--- config.mk ---
export PLATFORM = sky130hd
export DESIGN_NAME = gpio_in_capture
export DESIGN_NICKNAME = d
export VERILOG_FILES = /design/src/rtl/gpio_in_capture.sv
export SDC_FILE = /design/constraint.sdc
export NUM_CORES = 1
export LEC_CHECK = 0
export CORE_MARGIN = 5
export CORE_UTILIZATION = 47
export CTS_CLUSTER_DIAMETER = 50
export CTS_CLUSTER_SIZE = 30
export DETAILED_ROUTE_END_ITERATION = 8
export PLACE_DENSITY = 0.78
export SETUP_SLACK_MARGIN = 0.1
export SLEW_MARGIN = 0
export SYNTH_ARGS = -nofsm -noshare
export SYNTH_HDL_FRONTEND = slang
export SYNTH_SLANG_ARGS = --single-unit
--- constraint.sdc ---
create_clock -name clk -period 2 [get_ports clk]
set_input_delay 0.6 -clock clk [delete_from_list [all_inputs] [get_ports clk]]
set_output_delay 0.6 -clock clk [all_outputs]
set_load 0.05 [all_outputs]
--- src/rtl/gpio_in_capture.sv ---
`default_nettype none
// ============================================================================
// Module   : gpio_in_capture
// Brief    : GPIO read side. Synchronises and debounces the pins, latches sticky
//            edge status with read-to-clear, and muxes bus read data.
// Revision : 1.0  initial release
// ============================================================================
module gpio_in_capture #(
    parameter int WIDTH           = 32,
    parameter int SYNC_STAGES     = 2,
    parameter int DEBOUNCE_CYCLES = 4,
    parameter int EDGE_MODE       = 2
) (
    input  logic             clk,
    input  logic             rst,
    input  logic [WIDTH-1:0] gpi,
    input  logic [WIDTH-1:0] gpo1,
    input  logic [WIDTH-1:0] gpo2,
    input  logic [1:0]       rdsel,
    input  logic             re,
    output logic [WIDTH-1:0] rd,
    output logic             irq
);

    localparam int                 c_CNT_W   = (DEBOUNCE_CYCLES > 1) ? $clog2(DEBOUNCE_CYCLES) : 1;
    localparam logic [c_CNT_W-1:0] c_CNT_MAX = c_CNT_W'(DEBOUNCE_CYCLES - 1);
    localparam logic [c_CNT_W-1:0] c_CNT_ONE = c_CNT_W'(1);

    logic [WIDTH-1:0]   r_sync [SYNC_STAGES];
    logic [WIDTH-1:0]   r_q;
    logic [c_CNT_W-1:0] r_cnt  [WIDTH];
    logic [WIDTH-1:0]   r_status;
    logic               r_irq;

    logic [WIDTH-1:0]   w_s;
    logic [WIDTH-1:0]   w_q_next;
    logic [c_CNT_W-1:0] w_cnt_next [WIDTH];
    logic [WIDTH-1:0]   w_rise;
    logic [WIDTH-1:0]   w_fall;
    logic [WIDTH-1:0]   w_event;
    logic [WIDTH-1:0]   w_status_next;
    logic               w_clear;

    assign w_s = r_sync[SYNC_STAGES-1];

    // A bit only changes q after it has differed from q for DEBOUNCE_CYCLES
    // consecutive synced cycles; any agreement restarts the count.
    always_comb begin
        for (int i = 0; i < WIDTH; i++) begin
            w_q_next[i]   = r_q[i];
            w_cnt_next[i] = '0;
            if (w_s[i] != r_q[i]) begin
                if (r_cnt[i] == c_CNT_MAX) begin
                    w_q_next[i] = w_s[i];
                end else begin
                    w_cnt_next[i] = r_cnt[i] + c_CNT_ONE;
                end
            end
        end
    end

    assign w_rise = w_q_next & ~r_q;
    assign w_fall = ~w_q_next & r_q;

    generate
        if (EDGE_MODE == 0) begin : g_edge_rise
            assign w_event = w_rise;
        end else if (EDGE_MODE == 1) begin : g_edge_fall
            assign w_event = w_fall;
        end else begin : g_edge_both
            assign w_event = w_rise | w_fall;
        end
    endgenerate

    // New events are ORed in after the clear so they survive a coincident read.
    assign w_clear       = re && (rdsel == 2'b01);
    assign w_status_next = (w_clear ? '0 : r_status) | w_event;

    always_ff @(posedge clk) begin
        if (rst) begin
            for (int k = 0; k < SYNC_STAGES; k++) begin
                r_sync[k] <= '0;
            end
            for (int i = 0; i < WIDTH; i++) begin
                r_cnt[i] <= '0;
            end
            r_q      <= '0;
            r_status <= '0;
            r_irq    <= 1'b0;
        end else begin
            r_sync[0] <= gpi;
            for (int k = 1; k < SYNC_STAGES; k++) begin
                r_sync[k] <= r_sync[k-1];
            end
            for (int i = 0; i < WIDTH; i++) begin
                r_cnt[i] <= w_cnt_next[i];
            end
            r_q      <= w_q_next;
            r_status <= w_status_next;
            r_irq    <= |w_status_next;
        end
    end

    always_comb begin
        case (rdsel)
            2'b00:   rd = r_q;
            2'b01:   rd = r_status;
            2'b10:   rd = gpo1;
            2'b11:   rd = gpo2;
            default: rd = '0;
        endcase
    end

    assign irq = r_irq;

endmodule
`default_nettype wire
==> impl_metrics.tcl <==
set metrics [dict create \
    irDropWorstVdd_uv 631 \
    met3WireLength_mm 1.16 \
    critical_path.cell_chain "buf_16 > buf_12 > mux4_2 > buf_8" \
    clock-skew-final_ns 0.00402 \
    synth_area_um2 7400 \
    rsz0062_at_grt "true" \
    clock_power_share_pct 39.0 \
    layout-area-overhead-vs-synth_pct 32.0 \
    sw_frac_of_total_pct 22.2 \
    grt_antenna_before_repair 0 \
    drv_slew 0 \
    timing.critical_path.required_ns 1.40 \
    synth.top_cell.area_share_pct 52.2 \
    synth-xor-area-share_pct 4.02 \
    synth.cells.most_frequent "sky130_fd_sc_hd__dfxtp_1, sky130_fd_sc_hd__nor2b_1, sky130_fd_sc_hd__nor4_1" \
    remaining_drc_errors 0 \
    fin_area_um2 9770 \
    globalRoute.totalOverflow 0 \
    worst_path_largest_cell_delay_ns 0.52 \
    final_layout_size_suffix_gt1_share_pct 14.3 \
    finalHoldViolations 0 \
    cts_hold_repair.buffers 0 \
    worstRegToRegCells 5 \
    nets 903 \
    vias 5281 \
    io_pins 134 \
    r2r_slack_ns 0.33 \
    place.detailed.hpwl_mm 12.2 \
    synth_mux_area_share_pct 14.1 \
    m1WireLength_mm 7.11 \
    slew_headroom_pct 69.3 \
    routabilityCongestion 0.780 \
    routed_via_density 5.32 \
    number_of_global_route_vias_before_repair 5362 \
    antenna_cells 0 \
    wl_per_cell_um 16.8 \
    tritoncts.num_buffers 17 \
    number_of_cells_produced_by_synthesis 636 \
    timing.critical_path.slowest_stage_cell "sky130_fd_sc_hd__mux4_2" \
    tightest_slew_ns 0.456 \
    antenna_left 0 \
    maxUsedRoutingLayer "met4" \
    chipHeight_um 136 \
    cts_tree "done" \
    cell_rows 45 \
    wl_met2_mm 8.18 \
    synth-edff-count 0 \
    placed_cells_incl_taps 959 \
    final.setup.worst_slack_ns -0.184 \
    firstDrtPassIters 4 \
    detailedRoute.firstIterationViolations 272 \
    finalNonFillerCells 993 \
    cp-end-kind "output port" \
    worst_r2r_endpoint "irq$_SDFF_PP0_" \
    cts_htree_levels 4 \
    initial_core_util_pct 48.3 \
    synth_area_leaders "sky130_fd_sc_hd__dfxtp_1, sky130_fd_sc_hd__mux4_2, sky130_fd_sc_hd__ha_1, sky130_fd_sc_hd__nor2b_1, sky130_fd_sc_hd__mux2i_1" \
    x_dimension_of_the_die_um 136 \
    sequential_power_share_pct 50.5 \
    max_freq_ghz 0.458 \
    preCtsSetupSlack_ns -0.327 \
    cp_data_arrival_time_ns 1.58 \
    timing.hold.worst.start "r_cnt[1][6]$_SDFF_PP0_" \
    worst_r2r_startpoint "r_q[11]$_SDFF_PP0_" \
    grt_first_pass_wirelength_mm 26.6 \
    cts.clk_slew.worst_paths_ns 0.06 \
    critical_path.max_fanout 7 \
    critPathLaunchType "primary input" \
    grt_start_max_net_pins 60 \
    post_synth_and_or_nand_nor_area_fraction_pct 19.7 \
    synth_compound_area_share_pct 2.65 \
    ys_seq_area_share_pct 52.2 \
    yosys_warnings 0 \
    min_delay_worst_endpoint "r_cnt[1][6]$_SDFF_PP0_" \
    synth.largest_area_cell "sky130_fd_sc_hd__dfxtp_1" \
    post_synth.cell_area_avg_um2 11.6 \
    cellPowerDensity_nw_per_um2 802 \
    violations "negative setup slack" \
    final.period_utilization_pct 109 \
    setup_viol 32 \
    synthAdderAreaFrac_pct 5.41 \
    track_usage_pct 18.5 \
    worst_hold_path.num_cells 1 \
    io_buffers 133 \
    layout_min_cycle_time_ns 2.18 \
    main_combinational_cell_family_by_area_after_synthesis "simple AND/OR/NAND/NOR gates" \
    number_of_buffers_between_clock_root_and_the_deepest_sink 2 \
    final_util_pct 63.8 \
    clk-insertion-delay-late_ns 0.42 \
    power.internal_mw 6.10 \
    core_area_um2 15300 \
    run_status "finished with violations" \
    path_class "in -> out" \
    clock-root-buffer "sky130_fd_sc_hd__clkbuf_16" \
    dominantRegCellSynth "sky130_fd_sc_hd__dfxtp_1" \
    max_cap_viol_count 0 \
    postSynthRegisterBits 193 \
    synth_most_common_cell "sky130_fd_sc_hd__dfxtp_1" \
    syn-num-nets 769 \
    power.combinational.fraction_pct 10.4 \
    placement_stage_cell_area_um2 9050 \
    wire_length_reported_by_the_detailed_router_mm 16.7 \
    net-switching-power_mw 1.74 \
    floorplan.die_area_um2 18400 \
    synthArstFlopShare_pct 0 \
    count_of_different_cell_masters_after_synthesis 28 \
    timing.hold.worst.class "reg -> reg" \
    cts_sinks 193 \
    p_leak_nw 3.80 \
]
[routing by layer]
metal | global-route usage (%) | up-vias
met1 | 23.2 | 2532
met3 | 5.05 | 18
met2 | 30.8 | 173
met4 | 6.72 | 0
li1 | - | 2558
met5 | 0 | -
[layout by cell type, fill, tap and decap left out, types with 2 or more instances in the layout]
cell type                         netlist  final
sky130_fd_sc_hd__buf_16                 0      3
sky130_fd_sc_hd__clkbuf_1              19      3
sky130_fd_sc_hd__clkinv_2               0      6
sky130_fd_sc_hd__xor2_1                 2      2
sky130_fd_sc_hd__mux4_2                31     32
sky130_fd_sc_hd__mux2i_1               32     32
sky130_fd_sc_hd__clkbuf_8               0      5
sky130_fd_sc_hd__nor2b_1               64     64
sky130_fd_sc_hd__ha_1                  32     32
sky130_fd_sc_hd__nand2_1               31     31
sky130_fd_sc_hd__a21oi_1               30     30
sky130_fd_sc_hd__dlygate4sd2_1          0     64
sky130_fd_sc_hd__xnor2_1               32     32
sky130_fd_sc_hd__buf_4                  2      4
sky130_fd_sc_hd__nand4_1                8      8
sky130_fd_sc_hd__buf_12                 0     17
sky130_fd_sc_hd__nor4b_1               32     32
sky130_fd_sc_hd__nand3_1                2      2
sky130_fd_sc_hd__clkdlybuf4s50_1        0     33
sky130_fd_sc_hd__nor2_1                36     36
sky130_fd_sc_hd__nand2b_1              30     30
sky130_fd_sc_hd__nor4_1                40     40
sky130_fd_sc_hd__a22oi_1                2      2
sky130_fd_sc_hd__clkbuf_16              0     17
sky130_fd_sc_hd__dfxtp_1              193    193
sky130_fd_sc_hd__buf_8                  0     24
[critical path, delay by kind of cell]
family,cells,cell delay (ns)
multiplexers,1,0.52
buffers and inverters,3,0.45
[power by group through the flow]
stage	clock [mW]	sequential (mW)	combinational (mW)
after floorplan	0	4.04	0.430
after global placement	0	4.04	0.768
after detailed placement	0	4.05	0.787
after CTS	3.13	3.96	0.825
after global routing	3.30	3.97	0.864
final	3.06	3.96	0.816
[worst max path at each step]
stage               startpoint      to  slack, ns  cells past startpoint
global placement       gpo2[0]   rd[0]      -0.34                      3
detailed placement    rdsel[1]  rd[19]      -0.33                      4
finish                rdsel[1]   rd[2]      -0.18                      4
CTS                   rdsel[1]  rd[13]      -0.19                      4
global route          rdsel[1]  rd[15]      -0.21                      4
floorplan             rdsel[1]   rd[0]       -0.1                      3
[final cells by class]
class                      instances  area, um^2
timing repair buffer             147        1720
fill                            1215        5540
multi-input combinational        411        3390
clock buffer                      25         505
clock inverter                     6        30.0
sequential                       193        3860
tap                              211         264
[flip-flops by register name (all words and copies together) (netlist names)]
name and flops:
r_cnt 64, r_sync 64, r_q 32, r_status 32
irq 1
[repair_timing]
item                       in CTS  in global routing
resized for setup             119                  0
setup endpoints to repair      32                 32
gates cloned                    2                  0
buffers inserted                1                  0
[through the flow]
stage	TNS [ns]	hold WS [ns]	total power [mW]
finish	-5.32	0.426	7.83
global route	-6.30	0.446	8.13
CTS	-5.70	0.430	7.92
detailed placement	-9.79	0.421	4.83
global placement	-9.21	0.412	4.81
floorplan	-2.97	0.406	4.47
[cells by family after synthesis]
kind of cell,count (synthesis)
adders and majority gates,32
DFF,193
and+or+nand+nor,245
xor gates and xnor gates,34
AOI/OAI and AO/OA,36
buffers and inverters,32
muxes,64
No activity file was read; power rests on OpenSTA's default activity.
